[src/rtl/iter_shifter.sv]
`default_nettype none
// ============================================================================
// Module  : iter_shifter
// Brief   : Multi-cycle iterative shifter (srl/sll/sra/ror) with start/done
//           handshake, shifting up to STEP positions per clock.
// Revision: 1.0 - initial release
// ============================================================================
module iter_shifter #(
  parameter int WIDTH = 32,
  parameter int STEP  = 1,
  parameter int SHW   = $clog2(WIDTH)
) (
  input  logic             clk,
  input  logic             rst_n,
  input  logic             start,
  input  logic [WIDTH-1:0] a,
  input  logic [SHW-1:0]   shamt,
  input  logic [1:0]       mode,
  output logic             busy,
  output logic             done,
  output logic [WIDTH-1:0] b
);

  typedef enum logic [1:0] {
    ST_IDLE  = 2'd0,
    ST_SHIFT = 2'd1,
    ST_DONE  = 2'd2
  } state_t;

  localparam logic [1:0]   MD_SRL = 2'b00;
  localparam logic [1:0]   MD_SLL = 2'b01;
  localparam logic [1:0]   MD_SRA = 2'b10;
  localparam logic [1:0]   MD_ROR = 2'b11;
  localparam logic [SHW:0] STEP_W = (SHW+1)'(STEP);

  state_t           state_q, state_d;
  logic [WIDTH-1:0] acc_q, acc_d;
  logic [WIDTH-1:0] b_q, b_d;
  logic [SHW-1:0]   rem_q, rem_d;
  logic [1:0]       md_q, md_d;
  logic             sign_q, sign_d;

  logic [SHW:0]     rem_ext;
  logic [SHW:0]     k;
  logic [WIDTH-1:0] shifted;
  logic             accept;

  // One-position shift stage; the sra fill comes from the sign latched at
  // capture rather than the current accumulator MSB.
  function automatic logic [WIDTH-1:0] shift1(
    input logic [WIDTH-1:0] x,
    input logic [1:0]       m,
    input logic             s
  );
    case (m)
      MD_SLL:  return {x[WIDTH-2:0], 1'b0};
      MD_SRA:  return {s, x[WIDTH-1:1]};
      MD_ROR:  return {x[0], x[WIDTH-1:1]};
      default: return {1'b0, x[WIDTH-1:1]};
    endcase
  endfunction

  always_comb begin
    rem_ext = {1'b0, rem_q};
    k       = (rem_ext < STEP_W) ? rem_ext : STEP_W;
  end

  // Chain of STEP single-position stages, each enabled while j < k.
  always_comb begin
    shifted = acc_q;
    for (int j = 0; j < STEP; j++) begin
      if (k > (SHW+1)'(j)) begin
        shifted = shift1(shifted, md_q, sign_q);
      end
    end
  end

  always_comb begin
    state_d = state_q;
    acc_d   = acc_q;
    rem_d   = rem_q;
    md_d    = md_q;
    sign_d  = sign_q;
    b_d     = b_q;
    accept  = start && ((state_q == ST_IDLE) || (state_q == ST_DONE));

    case (state_q)
      ST_SHIFT: begin
        acc_d = shifted;
        rem_d = rem_q - k[SHW-1:0];
        if (rem_d == '0) begin
          b_d     = shifted;
          state_d = ST_DONE;
        end
      end
      ST_DONE: begin
        state_d = ST_IDLE;
      end
      default: begin
        state_d = state_q;
      end
    endcase

    // Accepting from DONE overrides the return to IDLE for back-to-back ops.
    if (accept) begin
      acc_d  = a;
      rem_d  = shamt;
      md_d   = mode;
      sign_d = a[WIDTH-1];
      if (shamt == '0) begin
        b_d     = a;
        state_d = ST_DONE;
      end else begin
        state_d = ST_SHIFT;
      end
    end
  end

  always_ff @(posedge clk or negedge rst_n) begin
    if (!rst_n) begin
      state_q <= ST_IDLE;
      acc_q   <= '0;
      rem_q   <= '0;
      md_q    <= MD_SRL;
      sign_q  <= 1'b0;
      b_q     <= '0;
    end else begin
      state_q <= state_d;
      acc_q   <= acc_d;
      rem_q   <= rem_d;
      md_q    <= md_d;
      sign_q  <= sign_d;
      b_q     <= b_d;
    end
  end

  assign busy = (state_q == ST_SHIFT);
  assign done = (state_q == ST_DONE);
  assign b    = b_q;

endmodule
`default_nettype wire

[config.mk]
export PLATFORM = sky130hd
export DESIGN_NAME = iter_shifter
export DESIGN_NICKNAME = d
export VERILOG_FILES = /design/src/rtl/iter_shifter.sv
export SDC_FILE = /design/constraint.sdc
export NUM_CORES = 1
export LEC_CHECK = 0
export CAP_MARGIN = 20
export CORE_AREA = 4 4 102 104
export CTS_BUF_LIST = sky130_fd_sc_hd__clkbuf_2
export CTS_CLUSTER_SIZE = 25
export DETAILED_ROUTE_END_ITERATION = 10
export DIE_AREA = 0 0 106 108
export GPL_ROUTABILITY_DRIVEN = 1
export GPL_TIMING_DRIVEN = 0
export PLACE_DENSITY_LB_ADDON = 0.08
export SETUP_SLACK_MARGIN = 0.3
export SYNTH_ARGS = -nofsm -noshare
export SYNTH_HDL_FRONTEND = slang
export SYNTH_SLANG_ARGS = --single-unit
[constraint.sdc]
create_clock -name clk -period 3.7 [get_ports clk]
set_clock_uncertainty 0.15 [all_clocks]
set_input_delay 0.555 -clock clk [delete_from_list [all_inputs] [get_ports clk]]
set_output_delay 0.555 -clock clk [all_outputs]
set_load 0.02 [all_outputs]
==> results.md, run 1 <==
- Final Slew Violations: 0
- Final Cell Area: 6170 µm²
- Drc violations: 0
- RSZ-0062 raised after global routing: no
- Logic pwr share: 0.626
- Min Tclk post-route: 3.18 ns
- Critical Path Source Type: register
- Area delta synth->final: 20.9%
- Reg area: 1850 µm²
- GRT Util Overall: 0.246
- Most frequent cells in the layout: 74 x dfrtp_1, 74 x clkdlybuf4s50_1, 46 x nand2_1, 38 x inv_1, 36 x nor2_1
- Psw: 2430 µW
- Dpl cell area: 6040 µm²
- Core footprint: 9550 µm²
- Final WS setup: 0.523 ns
- Final Setup Violations: 0
- Clock-pin transition on the worst setup and hold timing paths: 0.23 ns
- CTS Sinks: 74
- Reg power frac: 0.291
- Critical path type: reg -> reg
- Filler cells: 839
- Dpl ws: 0.421 ns
- Gr ovfl total: 0
- First drt pass iteration count: 5
- Routed wire length per instance: 18.0 µm
- Clock buffer depth: 2
- Die Wd: 106 µm
- Post-synth top flop: dfrtp_1
- DP HPWL: 9410 µm
- Post-Route WL: 13,100 µm
- Htree depth: 3
- Std cell rows: 36
- Status: finished clean
- Largest net degree at the start of global routing: 57
- Vias in the first global route: 4,476
- Via count: 4,161
- Multi-input gate area: 2860 µm²
- Initial Utilization: 0.534
- Type of the worst min-delay path: in -> async
- Skew-Pair Late Insertion Delay: 0.53 ns
- First-pass GRT wire length: 22,300 µm
- CP endpoint kind: register
- DR iter-0 viols: 200
- TritonCTS Buffers: 9
- Netlist Area Pre-Place: 5100 µm²
- Clock power share: 0.084
- Async set-reset flop share out of synthesis: 1.00
- P_int: 2950 µW
- Postcts setup bufs: 0
- PwrDens: 872 nW/µm²
- LEAKAGE: 0.00235 µW
- Die ar.: 11,400 µm²
- Share of layout cells above drive strength 1: 0.305
- Die extent in y: 108 µm
- # nets final: 637
- Number of I/O port buffers: 75
- WP data required: 3.97 ns
- Final period utilization: 0.859
- Synth warnings: 0
- EDFF count, synth: 0
- Fin Hold WS: 0.276 ns
- CTS tree: yes
- Via-to-Cell Ratio: 5.72
- Hold Fails Final Rpt: 0
- Syn avg cell area: 10.2 µm²
- Antenna diodes: 0
- Least-Margin Pin Slew: 0.738 ns
- FMAX: 315 MHz
- Max_cap viols: 0
- Initial antenna violation count: 0
- Routability cong.: 0.843
- Boundary Pins: 76
- Slew headroom: 0.508
- Seq/Total Area, Yosys: 0.363
- Clock root cell: clkbuf_2
- Mapped Cells: 501
- CP max FO: 10
- Maximum vdd drop: 0.423 mV
- Synth Register Bits: 74
- Switch share: 0.452
- Syn_nets: 549
- Library cells used by synthesis: 43
- ANT nets after route: 0
- Worst endpoint data arrival time: 3.45 ns
-- metrics by stage --
step | TNS [ns] | cells | util | total power, µW
finish | 0 | 727 | 0.646 | 5370
global route | 0 | 727 | 0.646 | 5790
CTS | 0 | 727 | 0.645 | 5390
detailed placement | 0 | 710 | 0.633 | 4940
global placement | -61.44 | 709 | 0.630 | 4840
floorplan | 0 | 501 | - | 3940
-- path summary, 6_finish.rpt --
| path | start | to | slack [ns] | cells after the start |
|---|---|---|---|---|
| hold reg to reg | sign_q$_DFFE_PN0P_ | sign_q$_DFFE_PN0P_ | 0.38 | 2 |
| hold / removal | rst_n | b[12]$_DFF_PN0_ | 0.28 | 2 |
| max in group asynchronous | rst_n | acc_q[12]$_DFFE_PN0P_ | 2.54 | 3 |
| min in group clk | sign_q$_DFFE_PN0P_ | sign_q$_DFFE_PN0P_ | 0.38 | 2 |
| setup reg to reg | rem_q[1]$_DFFE_PN0P_ | b[8]$_DFF_PN0_ | 0.52 | 11 |
| setup / recovery | rem_q[1]$_DFFE_PN0P_ | b[8]$_DFF_PN0_ | 0.52 | 11 |
-- worst max-delay path, stage by stage (launching register included) --
cell,delay (ns)
dfrtp_1,0.51
or4_1,0.51
buf_6,0.17
buf_6,0.15
nand2_1,0.11
ha_1,0.22
nor4b_2,0.26
a211oi_2,0.12
or3_1,0.31
buf_2,0.18
buf_6,0.18
o221ai_2,0.18
-- cell families after synthesis --
family | count (synthesis) | share of synthesized area
AO/OA/AOI/OAI | 147 | 0.278
XOR/XNOR | 2 | 0.00343
adder cells (fa/ha/maj) | 6 | 0.0147
buffers and inverters | 80 | 0.0785
flip-flops | 74 | 0.363
multiplexers | 35 | 0.0763
AND/OR/NAND/NOR | 157 | 0.186
-- flip-flops by register name (all words and copies together), names as in the netlist --
register and cells:
acc_q 32, b 32, rem_q 5, md_q 2
state_q 2, sign_q 1
-- final cells by class --
type | count | share of cell area
clock inverter | 4 | 0.00690
multi-input combinational | 347 | 0.464
buffer | 42 | 0.0418
tap | 133 | 0.0270
clock buffer | 12 | 0.00974
timing repair buffer | 77 | 0.127
sequential | 74 | 0.300
inverter | 38 | 0.0231
-- layer usage --
metal,share of wire,GRT usage
met3,0.050,0.0460
met4,0.013,0.0842
met2,0.49,0.415
met1,0.45,0.319
met5,0,0
-- power groups by stage --
stage               logic, µW  clock network (µW)  registers [µW]
finish                   3360                 449            1560
global route             3660                 504            1630
CTS                      3380                 458            1560
detailed placement       3370                   0            1580
global placement         3280                   0            1560
floorplan                2230                   0            1710
-- synth_stat cells, types with 2 or more instances --
master | number | share of area
buf_4 | 6 | 0.0088
buf_2 | 2 | 0.0020
or3_4 | 26 | 0.057
buf_6 | 10 | 0.022
o211ai_2 | 26 | 0.064
o21ai_0 | 9 | 0.0088
ha_1 | 6 | 0.015
o21ai_2 | 26 | 0.045
nor2_1 | 36 | 0.026
xor2_1 | 2 | 0.0034
o221ai_1 | 3 | 0.0052
mux2_2 | 31 | 0.068
clkbuf_1 | 20 | 0.015
a21oi_1 | 4 | 0.0039
o221ai_2 | 30 | 0.088
nand2_1 | 46 | 0.034
a31oi_1 | 30 | 0.037
buf_1 | 4 | 0.0029
inv_1 | 38 | 0.028
nand3b_1 | 2 | 0.0029
or3_1 | 5 | 0.0061
mux2i_1 | 4 | 0.0078
dfrtp_1 | 74 | 0.36
nor4b_1 | 2 | 0.0034
nand2b_1 | 31 | 0.038
o21ai_1 | 7 | 0.0069
o211ai_1 | 4 | 0.0059
o2bb2ai_1 | 2 | 0.0034
-- what timing repair did --
item	CTS	global route
hold endpoints to repair	18	0
resized for setup	0	2
hold buffers	1	0
endpoints found under the setup margin	0	30
Power figures use the tool's default switching activity.
==> run 2, diff against run 1 <==
--- a/config.mk
+++ b/config.mk
@@ -13,6 +13,7 @@
 export DIE_AREA = 0 0 106 108
 export GPL_ROUTABILITY_DRIVEN = 1
 export GPL_TIMING_DRIVEN = 0
+export MAX_ROUTING_LAYER = met4
 export PLACE_DENSITY_LB_ADDON = 0.08
 export SETUP_SLACK_MARGIN = 0.3
 export SYNTH_ARGS = -nofsm -noshare
==> run 2 against run 1 <==
Effect of this change: sequential share of layout area unchanged; die area unchanged; global-route usage grew 0.75 points; clock power is essentially flat; register-to-register slack hardly changed; cell count unchanged; worst setup slack got worse by 0.0058 ns; critical path type unchanged; critical endpoint unchanged; largest cell class unchanged; highest routed layer unchanged.
==> results.md, run 2 (synthesis gave the netlist of run 1 again) <==
- Htree depth: 3
- Die extent in y: 108 µm
- Max_cap viols: 0
- Status: finished clean
- Routed wire length per instance: 17.9 µm
- Initial antenna violation count: 0
- RSZ-0062 raised after global routing: no
- Hold Fails Final Rpt: 0
- Maximum vdd drop: 0.422 mV
- Antenna diodes: 0
- First drt pass iteration count: 4
- Switch share: 0.451
- Drc violations: 0
- Std cell rows: 36
- Filler cells: 839
- Total Power: 5370 µW
- FMAX: 314 MHz
- Reg power frac: 0.291
- Largest net degree at the start of global routing: 57
- ANT nets after route: 0
- Final core occ: 0.646
- TritonCTS Buffers: 9
- Final period utilization: 0.860
- Most frequent cells in the layout: 74 x dfrtp_1, 74 x clkdlybuf4s50_1, 46 x nand2_1, 38 x inv_1, 36 x nor2_1
- LEAKAGE: 0.00235 µW
- Clock root cell: clkbuf_2
- Routability cong.: 0.856
- Critical Path Source Type: register
- CP endpoint kind: register
- DR iter-0 viols: 171
- Boundary Pins: 76
- Die Wd: 106 µm
- CP max FO: 10
- PwrDens: 871 nW/µm²
- Clock-pin transition on the worst setup and hold timing paths: 0.22 ns
- Number of I/O port buffers: 75
- Critical path type: reg -> reg
- Via count: 4,181
- Min Tclk post-route: 3.18 ns
- CTS tree: yes
- # nets final: 637
- Vias in the first global route: 4,462
- Clock power share: 0.084
- Logic pwr share: 0.626
- CP dominant cell by count: buf_6
- Psw: 2420 µW
- Final Slew Violations: 0
- CTS Sinks: 74
- Gr ovfl total: 0
- GRT Util Overall: 0.253
- CP Cell Sequence: or4_1 > buf_6 > buf_6 > nand2_1 > ha_1 > nor4b_2 > a211oi_2 > or3_1 > buf_2 > buf_6 > o221ai_2
- Initial Utilization: 0.534
- Least-Margin Pin Slew: 0.726 ns
- P_int: 2950 µW
- DP HPWL: 9410 µm
- Postcts setup bufs: 0
- Final Setup Violations: 0
- Fin Setup TNS: 0 ns
- Type of the worst min-delay path: in -> async
- Core footprint: 9550 µm²
- Area delta synth->final: 20.9%
- Slew headroom: 0.516
- Worst endpoint data arrival time: 3.44 ns
- R2R cell count: 11
- Die ar.: 11,400 µm²
- First-pass GRT wire length: 22,300 µm
- Clock buffer depth: 2
- Share of layout cells above drive strength 1: 0.305
- Slowest CP cell: dfrtp_1
- CP max stage delay: 0.51 ns
- Via-to-Cell Ratio: 5.75
- Post-Route WL: 13,000 µm
- WP data required: 3.96 ns
- Skew-Pair Late Insertion Delay: 0.53 ns
==> run 2: cell counts in the layout (fill, tap and decap cells not counted) <==
No cell type changed its count.
==> run 2: power by group through the flow <==
stage               sequential [µW]  clock [µW]  combinational [µW]
finish                         1560         449                3360
global route                   1630         504                3660
CTS                            1560         458                3380
detailed placement             1580           0                3370
global placement               1560           0                3280
floorplan                      1710           0                2230
==> run 2: cell type report <==
| cell class | instances | area (µm²) | share of cell area |
|---|---|---|---|
| plain buffers | 42 | 258 | 0.0418 |
| clock inverters | 4 | 42.5 | 0.00690 |
| flip-flops and latches | 74 | 1850 | 0.300 |
| well taps | 133 | 166 | 0.0270 |
| clock buffers | 12 | 60.1 | 0.00974 |
| multi-input cells | 347 | 2860 | 0.464 |
| inverters | 38 | 143 | 0.0231 |
| repair buffers | 77 | 786 | 0.127 |
==> run 2: stage by stage <==
stage | worst slack, ns | hold WS [ns] | area [µm²] | cells
CTS | 0.354 | 0.242 | 6160 | 727
global placement | -0.836 | 0.315 | 6020 | 709
global route | 0.400 | 0.231 | 6170 | 727
detailed placement | 0.421 | 0.305 | 6040 | 710
floorplan | 0.867 | 0.109 | 5100 | 501
finish | 0.517 | 0.279 | 6170 | 727
==> run 2: path summary, 6_finish.rpt <==
check,start,endpoint,slack [ns]
hold / removal,rst_n,b[12]$_DFF_PN0_,0.28
setup reg to reg,rem_q[1]$_DFFE_PN0P_,b[8]$_DFF_PN0_,0.52
min in group clk,sign_q$_DFFE_PN0P_,sign_q$_DFFE_PN0P_,0.38
hold reg to reg,sign_q$_DFFE_PN0P_,sign_q$_DFFE_PN0P_,0.38
max in group asynchronous,rst_n,acc_q[12]$_DFFE_PN0P_,2.53
setup / recovery,rem_q[1]$_DFFE_PN0P_,b[8]$_DFF_PN0_,0.52
==> run 2: what timing repair did <==
item	in CTS	in global routing
hold endpoints to repair	18	0
setup endpoints to repair	0	30
gates resized for setup	0	2
hold buffers	1	0
==> run 2: layer usage <==
layer / part of all wire / global-route usage
met1: 0.46 / 0.322
met2: 0.49 / 0.415
met3: 0.037 / 0.0424
met4: 0.017 / 0.0842
met5: 0 / -
==> run 2: critical path: cells and delay by family (launching register included) <==
| family | cells | cell delay, ns |
|---|---|---|
| AO/OA/AOI/OAI | 2 | 0.31 |
| adder cells (fa/ha/maj) | 1 | 0.22 |
| buffers and inverters | 4 | 0.68 |
| flip-flops | 1 | 0.51 |
| AND/OR/NAND/NOR | 4 | 1.19 |
